<file path="config.mk">
export PLATFORM = sky130hd
export DESIGN_NAME = stage_sequencer
export DESIGN_NICKNAME = d
export VERILOG_FILES = /design/src/rtl/stage_sequencer.sv
export SDC_FILE = /design/constraint.sdc
export NUM_CORES = 1
export LEC_CHECK = 0
export CORE_MARGIN = 2
export CORE_UTILIZATION = 54
export CTS_CLUSTER_SIZE = 20
export DETAILED_ROUTE_END_ITERATION = 16
export GPL_TIMING_DRIVEN = 0
export PLACE_DENSITY_LB_ADDON = 0.1
export SLEW_MARGIN = 25
export SYNTH_ARGS = -nofsm -noshare
export SYNTH_HDL_FRONTEND = slang
export SYNTH_SLANG_ARGS = --single-unit
</file>
<file path="constraint.sdc">
create_clock -name i_clk -period 3 [get_ports i_clk]
set_input_delay 0.3 -clock i_clk [delete_from_list [all_inputs] [get_ports i_clk]]
set_output_delay 0.3 -clock i_clk [all_outputs]
set_load 0.01 [all_outputs]
</file>
<file path="src/rtl/stage_sequencer.sv">
// stage_sequencer
//   Opcode-aware multi-cycle sequencer for the MUSA core. Walks each
//   instruction through IF/ID/EX/MEM/WB, skipping the stages its opcode
//   does not need. IF and MEM wait on a memory ready handshake. The block
//   also handles halt/resume and a sticky memory-timeout / illegal-opcode
//   fault.
//
// Parameters
//   WAIT_MAX     consecutive IF/MEM wait cycles before FAULT (0 = no timeout)
//   RET_W        width of the retired-instruction counter
//
// Ports
//   i_clk        clock, rising edge
//   i_rst        synchronous active-high reset; forces every output to 0
//   i_opcode     instruction opcode, sampled in ID only
//   i_mem_ready  acknowledge for the current instruction or data request
//   i_resume     leave HALT
//   o_stage      IF=000 ID=001 EX=010 MEM=011 WB=100 HALT=101 FAULT=110
//   o_inst_req   instruction fetch request (every IF cycle)
//   o_ir_load    instruction register load (IF & mem_ready)
//   o_data_req   data memory request (every MEM cycle)
//   o_data_we    data write (MEM of a sw)
//   o_rf_we      register-file write (WB)
//   o_write_pc   one-cycle PC update strobe, last cycle of each path
//   o_halted     high in HALT
//   o_fault      high in FAULT, sticky until reset
//   o_retired    completed-instruction count, wraps
module stage_sequencer #(
    parameter int WAIT_MAX = 15,
    parameter int RET_W    = 16
) (
    input  logic             i_clk,
    input  logic             i_rst,
    input  logic [5:0]       i_opcode,
    input  logic             i_mem_ready,
    input  logic             i_resume,
    output logic [2:0]       o_stage,
    output logic             o_inst_req,
    output logic             o_ir_load,
    output logic             o_data_req,
    output logic             o_data_we,
    output logic             o_rf_we,
    output logic             o_write_pc,
    output logic             o_halted,
    output logic             o_fault,
    output logic [RET_W-1:0] o_retired
);

    localparam int WW = (WAIT_MAX > 0) ? $clog2(WAIT_MAX + 1) : 1;
    localparam int WAIT_LAST_I = (WAIT_MAX > 0) ? WAIT_MAX - 1 : 0;
    localparam logic [WW-1:0] WAIT_LAST = WAIT_LAST_I[WW-1:0];

    localparam logic [2:0] S_IF    = 3'b000;
    localparam logic [2:0] S_ID    = 3'b001;
    localparam logic [2:0] S_EX    = 3'b010;
    localparam logic [2:0] S_MEM   = 3'b011;
    localparam logic [2:0] S_WB    = 3'b100;
    localparam logic [2:0] S_HALT  = 3'b101;
    localparam logic [2:0] S_FAULT = 3'b110;

    localparam logic [5:0] OP_LW = 6'b100011;
    localparam logic [5:0] OP_SW = 6'b101011;

    localparam logic [2:0] C_ALU  = 3'd0;
    localparam logic [2:0] C_LW   = 3'd1;
    localparam logic [2:0] C_SW   = 3'd2;
    localparam logic [2:0] C_CT   = 3'd3;
    localparam logic [2:0] C_NOP  = 3'd4;
    localparam logic [2:0] C_HALT = 3'd5;
    localparam logic [2:0] C_ILL  = 3'd6;

    function automatic logic [2:0] f_class(input logic [5:0] op);
        case (op)
            6'b000000, 6'b001000, 6'b001100,
            6'b001101, 6'b001110:             f_class = C_ALU;
            OP_LW:                            f_class = C_LW;
            OP_SW:                            f_class = C_SW;
            6'b011000, 6'b001001, 6'b010001,
            6'b000011, 6'b000111:             f_class = C_CT;
            6'b000001:                        f_class = C_NOP;
            6'b000010:                        f_class = C_HALT;
            default:                          f_class = C_ILL;
        endcase
    endfunction

    logic [2:0]       r_state;
    logic [5:0]       r_op;
    logic [WW-1:0]    r_wait;
    logic [RET_W-1:0] r_retired;

    logic [2:0]       w_next;
    logic             w_timeout;
    logic             w_write_pc;
    logic             w_halt_entry;
    logic             w_mem_phase;

    assign w_mem_phase = (r_state == S_IF) || (r_state == S_MEM);

    // Fault on the wait cycle that would bring the counter to WAIT_MAX;
    // a same-cycle mem_ready wins.
    assign w_timeout = (WAIT_MAX != 0) && !i_mem_ready && (r_wait == WAIT_LAST);

    always_comb begin
        w_next = r_state;
        case (r_state)
            S_IF: begin
                if (i_mem_ready)    w_next = S_ID;
                else if (w_timeout) w_next = S_FAULT;
            end
            S_ID: begin
                case (f_class(i_opcode))
                    C_NOP:   w_next = S_IF;
                    C_HALT:  w_next = S_HALT;
                    C_ILL:   w_next = S_FAULT;
                    default: w_next = S_EX;
                endcase
            end
            S_EX: begin
                case (f_class(r_op))
                    C_ALU:       w_next = S_WB;
                    C_LW, C_SW:  w_next = S_MEM;
                    C_CT:        w_next = S_IF;
                    default:     w_next = S_FAULT;
                endcase
            end
            S_MEM: begin
                if (i_mem_ready)    w_next = (r_op == OP_LW) ? S_WB : S_IF;
                else if (w_timeout) w_next = S_FAULT;
            end
            S_WB:    w_next = S_IF;
            S_HALT:  if (i_resume) w_next = S_IF;
            S_FAULT: w_next = S_FAULT;
            default: w_next = S_FAULT;
        endcase
    end

    // Every path ends by returning to IF; a stall in IF is not an end.
    assign w_write_pc   = (r_state != S_IF) && (w_next == S_IF);
    assign w_halt_entry = (r_state == S_ID) && (w_next == S_HALT);

    always_ff @(posedge i_clk) begin
        if (i_rst) begin
            r_state   <= S_IF;
            r_op      <= '0;
            r_wait    <= '0;
            r_retired <= '0;
        end else begin
            r_state <= w_next;
            if (r_state == S_ID) r_op <= i_opcode;
            // Outside IF/MEM the counter sits at 0, so entry starts clean.
            if (w_mem_phase && !i_mem_ready) r_wait <= r_wait + WW'(1);
            else                             r_wait <= '0;
            if (w_write_pc || w_halt_entry)  r_retired <= r_retired + RET_W'(1);
        end
    end

    always_comb begin
        o_stage    = 3'b000;
        o_inst_req = 1'b0;
        o_ir_load  = 1'b0;
        o_data_req = 1'b0;
        o_data_we  = 1'b0;
        o_rf_we    = 1'b0;
        o_write_pc = 1'b0;
        o_halted   = 1'b0;
        o_fault    = 1'b0;
        o_retired  = '0;
        if (!i_rst) begin
            o_stage    = r_state;
            o_inst_req = (r_state == S_IF);
            o_ir_load  = (r_state == S_IF) && i_mem_ready;
            o_data_req = (r_state == S_MEM);
            o_data_we  = (r_state == S_MEM) && (r_op == OP_SW);
            o_rf_we    = (r_state == S_WB);
            o_write_pc = w_write_pc;
            o_halted   = (r_state == S_HALT);
            o_fault    = (r_state == S_FAULT);
            o_retired  = r_retired;
        end
    end

endmodule

</file>
==> results.toml <==
[run_status]
status = "completed"

[grt]
gr-total-overflow = 0
grt_pass1_vias = 1986
grt_pass1_wl_um = 8980
antenna_found_initial = 0
grt_max_degree = 11
grtUsageTotal_pct = 25.9

[place]
hpwl_um = 3930
port_buffers = 33
gp_congestion = 0.895
place_inst = 357

[power]
cellPowerDensity_nw_per_um2 = 547
clkPwrFrac_pct = 23.3
power_leakage_nw = 1.01
peakVddDrop_uv = 375
combPwrFrac_pct = 42.0
pwr-share-seq_pct = 34.6
internal_power_uw = 955
switching_power_uw = 553
sw_frac_of_total_pct = 36.7

[detailed_routing]
drc = 0
drtAntennaViolNets = 0
vias_per_cell = 5.87
via_count = 2143
avgRoutedWirePerCell_um = 14.9
first_pass_iters = 5
drtIter0Drc = 194
finalWirelength_um = 5450

[logic_synthesis]
syn_area_per_cell_um2 = 8.22
netlist_instances = 274
yosys_warnings = 0
synth_edf_count = 0
syn-num-nets = 295
yosysUniqueCellTypes = 55
ys_seq_elements = 32
async_reset_ff_share_pct = 0
seq_area_frac_synth_pct = 28.4
syn_area_um2 = 2250
synth_flop_cell = "dfxtp_1"

[final_layout]
fin_cells = 365
n_fill_cell = 350
diodes = 0
final_util_pct = 68.9
area_growth_pct = 22.3
nNetsFinal = 335
drive_gt1_share_pct = 11.4

[worst_setup_path]
critPathMaxFanout = 10
slowest_delay_ps = 400
crit_family = "simple AND/OR/NAND/NOR gates"
crit_slowest_cell = "dfxtp_1"
critPathKind = "reg2out"
cp.buffers_inverters = 3
worstPathRequired_ps = 2700
path_cells = "buf_6, nor3b_2, buf_4, nand2_1, or3_1, o31ai_1, nor4_1, dlygate4sd2_1"
worstPathArrival_ps = 2570
setup.worst_path.end_class = "output port"
critPathLaunchType = "flop"

[die]
dieWidth_um = 68.6
rows = 23
die_area_um2 = 4710
fp.coreArea_um2 = 4000
initial_core_util_pct = 56.3
num_io_pins = 37
die_h_um = 68.6

[job]
maxCapViolations = 0

[cts]
numCtsBuffers = 5
cts_setup_buffers = 0
hold_buffers = 0
cts_tree = "yes"
cts_sinks = 32
cts_buffer_depth = 2
clkTransAtPathRegs_ps = 70
clk_latency_ps = 280
htreeDepth = 2
cts_root_buf = "clkbuf_8"

[sta]
hold_viol_final = 0
worstMarginPinSlew_ps = 592
min_period_ps = 2870
fin_crit_sh_pct = 95.6
rsz0062_at_grt = "false"
maxSlewHeadroom_pct = 60.3
fin_skew_ps = 2.17
max_freq_ghz = 0.349
setup_viol = 0
drv_slew = 0

[min_path]
hold_path_class = "reg2reg"
-- worst paths after layout --
path | from | slack (ps) | to | cells after the start
hold reg to reg | r_wait[0] | 470 | r_wait[0] | 1
setup reg to reg | r_state[0] | 420 | flop | 11
setup / recovery | r_state[0] | 130 | o_write_pc | 8
hold / removal | r_wait[0] | 470 | r_wait[0] | 1
-- state kept, by name, summed over array words and instances, names as in the netlist, named ones only --
register and count:
r_state 3, r_op 6, r_wait 4, r_retired 16
-- through the flow --
step	hold WS [ps]	worst slack [ps]	instance area, um2	total power [mW]	setup TNS (ps)
after floorplan	414	748	2250	0.984	0
after global placement	447	-513	2650	1.14	-2400
after detailed placement	455	-540	2650	1.15	-2740
after CTS	471	3.39	2740	1.51	0
after global routing	491	6.39	2760	1.60	0
final	467	131	2760	1.51	0
-- cell families after synthesis --
kind of cell    Yosys count  share of synthesized area (%)
fa+ha+maj                11                           6.11
simple gates            130                           33.9
xor+xnor                  8                           3.11
compound gates           42                           12.9
flops                    32                           28.4
mux                      18                           8.94
buf+inv                  33                           6.66
-- cells in the final DEF (no fill, tap or decap), drive strengths merged, types with 8 or more instances in the layout --
cell type,instances
nand2,9
mux2i,10
dfxtp,32
nor2,33
inv,17
or4,8
ha,11
clkbuf,15
a21oi,11
nor2b,19
o31ai,9
clkdlybuf4s50,30
nor3,13
buf,8
-- layout make-up --
type | instances | area, um2 | share of cell area [%]
buffer | 16 | 91.3 | 3.32
clock buffer | 7 | 86.3 | 3.13
clock inverter | 1 | 7.51 | 0.272
inverter | 17 | 63.8 | 2.32
multi-input combinational | 209 | 1470 | 53.5
sequential | 32 | 641 | 23.3
tap | 50 | 62.6 | 2.27
timing repair buffer | 33 | 330 | 12.0
-- timing repair --
action | in CTS | in global routing
resized for setup | 6 | 4
setup endpoints to repair | 8 | 1
gates cloned | 0 | 0
pin swaps | 0 | 1
endpoints found under the hold margin | 0 | 0
-- power groups by stage --
stage	Combinational, mW	Sequential [mW]	Clock, mW
2_1_floorplan	0.468	0.516	0
3_3_place_gp	0.613	0.526	0
3_5_place_dp	0.623	0.529	0
4_1_cts	0.629	0.519	0.360
5_1_grt	0.696	0.527	0.376
6_report	0.634	0.522	0.352
-- layer usage --
layer / wire length [um] / vias up / GRT usage [%] / part of all wire, %
met5: 0 / - / 0 / 0
met2: 2540 / 69 / 43.1 / 47
li1: - / 1055 / - / -
met3: 327 / 8 / 7.14 / 6.0
met1: 2510 / 1011 / 31.9 / 46
met4: 80 / 0 / 8.75 / 1.5
-- cell usage after synthesis, drive strengths merged, types with 2 or more instances --
cell | number | area share (%)
or2 | 2 | 0.56
xor2 | 4 | 1.6
xnor2 | 4 | 1.6
nand4 | 3 | 0.83
and4 | 2 | 0.89
a211o | 2 | 0.78
nor2b | 19 | 5.3
nor2 | 33 | 5.6
o22ai | 3 | 0.83
ha | 11 | 6.1
nand4bb | 2 | 1.0
nand3b | 3 | 1.0
nand2 | 9 | 1.5
or3 | 4 | 1.1
o21ai | 6 | 1.3
nor4 | 4 | 1.1
and4b | 3 | 1.3
buf | 8 | 2.5
nand2b | 7 | 1.9
mux2i | 10 | 4.4
nor3 | 13 | 2.9
or3b | 3 | 1.3
nor4b | 2 | 0.78
dfxtp | 32 | 28
o31ai | 9 | 3.0
nor3b | 2 | 0.67
a21oi | 11 | 2.6
nand3 | 7 | 1.6
a211oi | 2 | 0.67
or4 | 8 | 2.7
mux2 | 7 | 3.5
inv | 17 | 2.8
clkbuf | 8 | 1.3
and2 | 2 | 0.56
Note: power is estimated with default switching activity, not from simulation.
